===== config.mk =====
export PLATFORM = sky130hd
export DESIGN_NAME = linear_layer_engine
export DESIGN_NICKNAME = d
export VERILOG_FILES = /design/src/rtl/linear_layer_engine.sv
export SDC_FILE = /design/constraint.sdc
export NUM_CORES = 2
export LEC_CHECK = 0
export CORE_AREA = 2 2 450 452
export DETAILED_ROUTE_END_ITERATION = 16
export DIE_AREA = 0 0 452 454
export PLACE_DENSITY = 0.56
export SYNTH_ARGS = -nofsm -noshare
export SYNTH_HDL_FRONTEND = slang
export SYNTH_SLANG_ARGS = --single-unit

===== constraint.sdc =====
create_clock -name clk -period 16.69 [get_ports clk]
set_clock_uncertainty 0.1 [all_clocks]
set_input_delay 2.5035 -clock clk [delete_from_list [all_inputs] [get_ports clk]]
set_output_delay 2.5035 -clock clk [all_outputs]
set_load 0.1 [all_outputs]

===== src/rtl/linear_layer_engine.sv =====
// linear_layer_engine: fully-connected layer engine. Each output is the dot
// product of the local input buffer with one weight row. Weights are fetched
// one word at a time over a Wishbone read-only master, and results are
// streamed out under valid/ready with signed saturation.
// Optional feature macro: LINEAR_LAYER_BIAS_EN. When it is defined, each
// output gets one bias read at WEIGHT_BASE + OUT_LEN*IN_LEN + o.
module linear_layer_engine #(
  parameter int unsigned DATA_W      = 32,
  parameter int unsigned FRAC_W      = 24,
  parameter int unsigned IN_LEN      = 20,
  parameter int unsigned OUT_LEN     = 10,
  parameter int unsigned GUARD_W     = 8,
  parameter int unsigned WEIGHT_BASE = 0
) (
  input  logic              clk,
  input  logic              rst_n,
  input  logic              start,
  output logic              busy,
  output logic              done,
  input  logic              in_we,
  input  logic [7:0]        in_addr,
  input  logic [DATA_W-1:0] in_data,
  output logic              wbm_cyc_o,
  output logic              wbm_stb_o,
  output logic              wbm_we_o,
  output logic [3:0]        wbm_sel_o,
  output logic [31:0]       wbm_adr_o,
  input  logic [31:0]       wbm_dat_i,
  input  logic              wbm_ack_i,
  output logic              out_valid,
  input  logic              out_ready,
  output logic [DATA_W-1:0] out_data,
  output logic [7:0]        out_idx
);

  localparam int unsigned ACC_W  = DATA_W + GUARD_W;
  localparam int unsigned PROD_W = 2 * DATA_W;
  localparam int unsigned IDX_W  = (IN_LEN > 1) ? $clog2(IN_LEN) : 1;
  localparam int unsigned ADR_W  = 32;

`ifdef LINEAR_LAYER_BIAS_EN
  typedef enum logic [2:0] {S_IDLE, S_FETCH, S_MAC, S_OUT, S_BIAS} state_t;
`else
  typedef enum logic [2:0] {S_IDLE, S_FETCH, S_MAC, S_OUT} state_t;
`endif

  state_t                   state_q, state_d;
  logic [IDX_W-1:0]         i_q, i_d;
  logic [7:0]               o_q, o_d;
  logic signed [ACC_W-1:0]  acc_q, acc_d;
  logic [DATA_W-1:0]        w_q, w_d;
  logic [ADR_W-1:0]         w_addr_q, w_addr_d;
  logic                     cyc_q, cyc_d;
  logic [ADR_W-1:0]         adr_q, adr_d;
  logic                     busy_q, busy_d;
  logic                     done_q, done_d;
  logic                     out_valid_q, out_valid_d;
  logic [DATA_W-1:0]        out_data_q, out_data_d;
  logic [7:0]               out_idx_q, out_idx_d;

  logic [DATA_W-1:0]        in_buf [IN_LEN];
  logic                     in_wr_ok;

  logic signed [DATA_W-1:0] mac_x;
  logic signed [DATA_W-1:0] mac_w;
  logic signed [PROD_W-1:0] mac_p;
  logic signed [PROD_W-1:0] mac_p_sh;
  logic signed [ACC_W-1:0]  mac_term;
  logic [ACC_W-DATA_W:0]    acc_top;
  logic [DATA_W-1:0]        sat_val;

`ifdef LINEAR_LAYER_BIAS_EN
  logic signed [DATA_W-1:0] bias_w;
  logic [ADR_W-1:0]         bias_addr;
  assign bias_w    = wbm_dat_i[DATA_W-1:0];
  assign bias_addr = ADR_W'(WEIGHT_BASE) + ADR_W'(OUT_LEN * IN_LEN) + ADR_W'(o_q);
`endif

  // Input buffer writes are accepted only while idle and only for valid indices
  assign in_wr_ok = in_we && (state_q == S_IDLE) && (9'(in_addr) < 9'(IN_LEN));

  // Input buffer storage (deliberately not reset)
  always_ff @(posedge clk) begin
    if (in_wr_ok) begin
      in_buf[in_addr[IDX_W-1:0]] <= in_data;
    end
  end

  // Fixed-point product, arithmetic shift (floor), then fit to accumulator width
  assign mac_x    = in_buf[i_q];
  assign mac_w    = w_q;
  assign mac_p    = PROD_W'(mac_x) * PROD_W'(mac_w);
  assign mac_p_sh = mac_p >>> FRAC_W;
  assign mac_term = ACC_W'(mac_p_sh);

  // Saturate: in range only when all guard bits match the output sign bit
  assign acc_top = acc_q[ACC_W-1:DATA_W-1];
  always_comb begin
    sat_val = acc_q[DATA_W-1:0];
    if (acc_top != '0 && acc_top != '1) begin
      if (acc_q[ACC_W-1]) begin
        sat_val = {1'b1, {(DATA_W-1){1'b0}}};
      end else begin
        sat_val = {1'b0, {(DATA_W-1){1'b1}}};
      end
    end
  end

  // Next-state and registered-output logic
  always_comb begin
    state_d     = state_q;
    i_d         = i_q;
    o_d         = o_q;
    acc_d       = acc_q;
    w_d         = w_q;
    w_addr_d    = w_addr_q;
    cyc_d       = cyc_q;
    adr_d       = adr_q;
    busy_d      = busy_q;
    done_d      = 1'b0;
    out_valid_d = out_valid_q;
    out_data_d  = out_data_q;
    out_idx_d   = out_idx_q;

    case (state_q)
      S_IDLE: begin
        if (start) begin
          state_d  = S_FETCH;
          i_d      = '0;
          o_d      = '0;
          acc_d    = '0;
          w_addr_d = ADR_W'(WEIGHT_BASE);
          adr_d    = ADR_W'(WEIGHT_BASE);
          cyc_d    = 1'b1;
          busy_d   = 1'b1;
        end
      end

      // Weights are stored row-major, so the read address simply advances by one
      S_FETCH: begin
        if (wbm_ack_i) begin
          w_d      = wbm_dat_i[DATA_W-1:0];
          w_addr_d = w_addr_q + ADR_W'(1);
          cyc_d    = 1'b0;
          state_d  = S_MAC;
        end
      end

      S_MAC: begin
        acc_d = acc_q + mac_term;
        if (i_q == IDX_W'(IN_LEN - 1)) begin
`ifdef LINEAR_LAYER_BIAS_EN
          state_d = S_BIAS;
          cyc_d   = 1'b1;
          adr_d   = bias_addr;
`else
          state_d = S_OUT;
`endif
        end else begin
          i_d     = i_q + IDX_W'(1);
          state_d = S_FETCH;
          cyc_d   = 1'b1;
          adr_d   = w_addr_q;
        end
      end

`ifdef LINEAR_LAYER_BIAS_EN
      S_BIAS: begin
        if (wbm_ack_i) begin
          acc_d   = acc_q + ACC_W'(bias_w);
          cyc_d   = 1'b0;
          state_d = S_OUT;
        end
      end
`endif

      // First cycle loads the result; it is then held until the handshake
      S_OUT: begin
        if (!out_valid_q) begin
          out_valid_d = 1'b1;
          out_data_d  = sat_val;
          out_idx_d   = o_q;
        end else if (out_ready) begin
          out_valid_d = 1'b0;
          acc_d       = '0;
          i_d         = '0;
          if (o_q == 8'(OUT_LEN - 1)) begin
            done_d  = 1'b1;
            busy_d  = 1'b0;
            state_d = S_IDLE;
          end else begin
            o_d     = o_q + 8'd1;
            state_d = S_FETCH;
            cyc_d   = 1'b1;
            adr_d   = w_addr_q;
          end
        end
      end

      default: begin
        state_d = S_IDLE;
      end
    endcase
  end

  // State and datapath registers; reset aborts any evaluation in progress
  always_ff @(posedge clk or negedge rst_n) begin
    if (!rst_n) begin
      state_q     <= S_IDLE;
      i_q         <= '0;
      o_q         <= '0;
      acc_q       <= '0;
      w_q         <= '0;
      w_addr_q    <= '0;
      cyc_q       <= 1'b0;
      adr_q       <= '0;
      busy_q      <= 1'b0;
      done_q      <= 1'b0;
      out_valid_q <= 1'b0;
      out_data_q  <= '0;
      out_idx_q   <= '0;
    end else begin
      state_q     <= state_d;
      i_q         <= i_d;
      o_q         <= o_d;
      acc_q       <= acc_d;
      w_q         <= w_d;
      w_addr_q    <= w_addr_d;
      cyc_q       <= cyc_d;
      adr_q       <= adr_d;
      busy_q      <= busy_d;
      done_q      <= done_d;
      out_valid_q <= out_valid_d;
      out_data_q  <= out_data_d;
      out_idx_q   <= out_idx_d;
    end
  end

  assign busy      = busy_q;
  assign done      = done_q;
  assign wbm_cyc_o = cyc_q;
  assign wbm_stb_o = cyc_q;
  assign wbm_we_o  = 1'b0;
  assign wbm_sel_o = {4{cyc_q}};
  assign wbm_adr_o = adr_q;
  assign out_valid = out_valid_q;
  assign out_data  = out_data_q;
  assign out_idx   = out_idx_q;

endmodule


==> results.toml <==
[yosys]
synthTopCellsByArea = "fa_1, edfxtp_1, dfrtp_1"
synth-seq-cells = 835
synthMostInstantiatedCell = "fa_1"
ys.flop_type = "edfxtp_1"
synthArstFlopShare_pct = 23.4
synth_edf_count = 640
yosys.area.top_type = "fa_1"
avgSynthCellArea_um2 = 12.0
yosysWarnings = 0
synth_nets = 7201
synth.top_cell.area_share_pct = 31.0
synth_cell_types = 73
yosysSeqAreaShare_pct = 34.5
synth_common_cells = "fa_1, inv_1, nand2_1"
netlist_area_um2 = 69800
syn_inst = 5817

[die]
start_util_pct = 34.7
dieWidth_um = 452
die-area_um2 = 205000
rows = 165
core-area_um2 = 201000
fp.dieH_um = 454
pin_count = 160

[min_path]
holdCritStartpoint = "wbm_adr_o[16]"
holdPathStages = 2
min_path_type = "reg -> reg"
min_to = "wbm_adr_o[16]"

[timing]
drv_slew = 0
max_freq_mhz = 71.0
tns_ns = 0
rsz0062_at_grt = "no"
hold_violations = 0
worst_pin_slew_ns = 1.19
final.setup.worst_slack_ns = 2.60
slew_headroom_pct = 20.4
period_needed_ns = 14.09
min_period_over_period_pct = 84.4
setup_viol = 0

[setup_path]
crit_path_end_kind = "register"
r2r_end = "acc_q[39]"
crit_fanout = 41
timing.critical_path.mode_cell = "fa_1"
critPathRequiredTime_ns = 17.19
r2r_slack_ns = 2.60
timing.rr.start = "i_q[0]"
worst_ep_arrival_time_ns = 14.59
cpPeakStageDelay_ns = 1.01
crit_path_start_kind = "register"
worst_path_max_delay_cell = "dfrtp_4"
worstSetupPathType = "reg -> reg"
rr_worst_depth = 42

[clock_network]
cts_htree_levels = 3
cts_buffer_depth = 3
clk_pin_slew_ns = 0.06
cts_hold_buf = 0
worstSkewPairLatency_ns = 0.72
cts_root_buf = "clkbuf_16"
post_cts_resize_count = 0
postCtsSetupBuffers = 0
cts_tree = "yes"
clock_sinks = 835
numCtsBuffers = 88

[final_layout]
regArea_um2 = 24100
multiInputGateArea_um2 = 41100
nFillCells = 19200
area_growth_pct = 10.9
finalNonFillerCells = 8592
layout-drive-gt1-share_pct = 8.69
nets = 7229

[route]
firstDrtPassIters = 5
drcViolationCount = 0
wire_per_inst_um = 21.2
ant_nets = 0
drt_iter0_markers = 2843
routed_wl_mm = 182
viasPerCell = 4.97
vias = 42700

[placement]
gp_congestion = 0.842
dp_hpwl_mm = 129
pre_cts_ws_ns = 2.62
io_buffers = 158
post-place-cells = 8427

[grt]
grt_pass1_vias = 46700
grtUsageTotal_pct = 18.3
grt_antenna_before_repair = 12
grt-ovfl-total = 0
grt_max_degree = 80
grt_first_pass_wirelength_mm = 287

[outcome]
status = "completed"

[flow_run]
drv_cap = 0
-- through the flow --
stage	instance area (µm²)	hold slack, ns	util [%]
2_1_floorplan	69800	0.378	-
3_3_place_gp	74500	0.366	37.1
3_5_place_dp	74500	0.373	37.1
4_1_cts	77400	0.385	38.5
5_1_grt	77400	0.411	38.5
6_report	77400	0.382	38.5
-- kinds of logic (layout without fill, tap and decap cells) --
logic type	count (synthesis)	in the layout	share of synthesized area [%]
buf+inv	1278	1378	6.93
compound gates	441	441	3.90
mux	235	235	6.84
simple gates	1599	1599	11.2
fa+ha+maj	1306	1306	35.1
xor+xnor	122	122	1.55
other cells	1	4	0.00537
flops	835	835	34.5
-- routing by layer --
layer	up-vias	wire [µm]	global-route usage [%]
li1	18600	-	-
met1	22800	81700	25.8
met2	1117	83500	28.9
met3	178	13900	4.42
met4	8	3320	3.91
met5	-	47	0
-- area by class of cell --
type,count,area share [%]
antenna,3,0.00970
timing repair buffer,252,3.01
clock inverter,57,0.753
tap,2672,4.32
sequential,835,31.2
clock buffer,105,2.95
multi-input combinational,3704,53.1
inverter,964,4.67
-- state kept, by name (all words and copies together) (netlist names) --
register   count
in_buf       640
acc_q         40
mac_w         32
out_data      32
w_addr_q      32
wbm_adr_o     32
o_q            8
out_idx        8
i_q            5
state_q        2
busy           1
done           1
out_valid      1
wbm_cyc_o      1
-- worst max path at each step --
stage	start	end	slack [ns]	depth (start not counted)
2_1_floorplan	i_q[0]	acc_q[39]	4.63	37
3_3_place_gp	i_q[0]	acc_q[39]	2.62	32
3_5_place_dp	i_q[0]	acc_q[39]	2.62	32
4_1_cts	i_q[0]	acc_q[39]	2.53	32
5_1_grt	i_q[0]	acc_q[39]	1.68	41
6_report	i_q[0]	acc_q[39]	2.60	42
-- worst max-delay path, delay by kind of cell, from the launching register on --
kind,cells,cell delay (ns)
xor gates and xnor gates,2,0.51
muxes,3,1.47
AOI/OAI and AO/OA,15,4.02
adders and majority gates,10,4.36
buffers and inverters,6,1.31
and+or+nand+nor,6,1.14
DFF,1,1.01
-- cells in the final DEF (no fill, tap or decap), types with 9 or more instances in the layout --
master / count
a21o_1: 49
a21oi_1: 163
and2_1: 369
and3_1: 40
and4_1: 9
buf_4: 91
clkbuf_1: 15
clkbuf_16: 88
clkdlybuf4s50_1: 157
clkinv_1: 18
clkinv_2: 16
dfrtp_1: 190
edfxtp_1: 640
fa_1: 1082
ha_1: 224
inv_1: 963
mux2_2: 34
mux4_2: 190
nand2_1: 719
nand2b_1: 73
nand3_1: 36
nand4_1: 30
nor2_1: 128
nor2_4: 22
nor2b_1: 112
nor3_1: 16
o21a_1: 13
o21ai_0: 116
o21bai_1: 21
or2_2: 16
or3_1: 10
xnor2_1: 51
xor2_1: 70
Power is left out: the tool's default activity adds up to more than one toggle a clock period on the data nets, which glitch-free logic cannot reach.
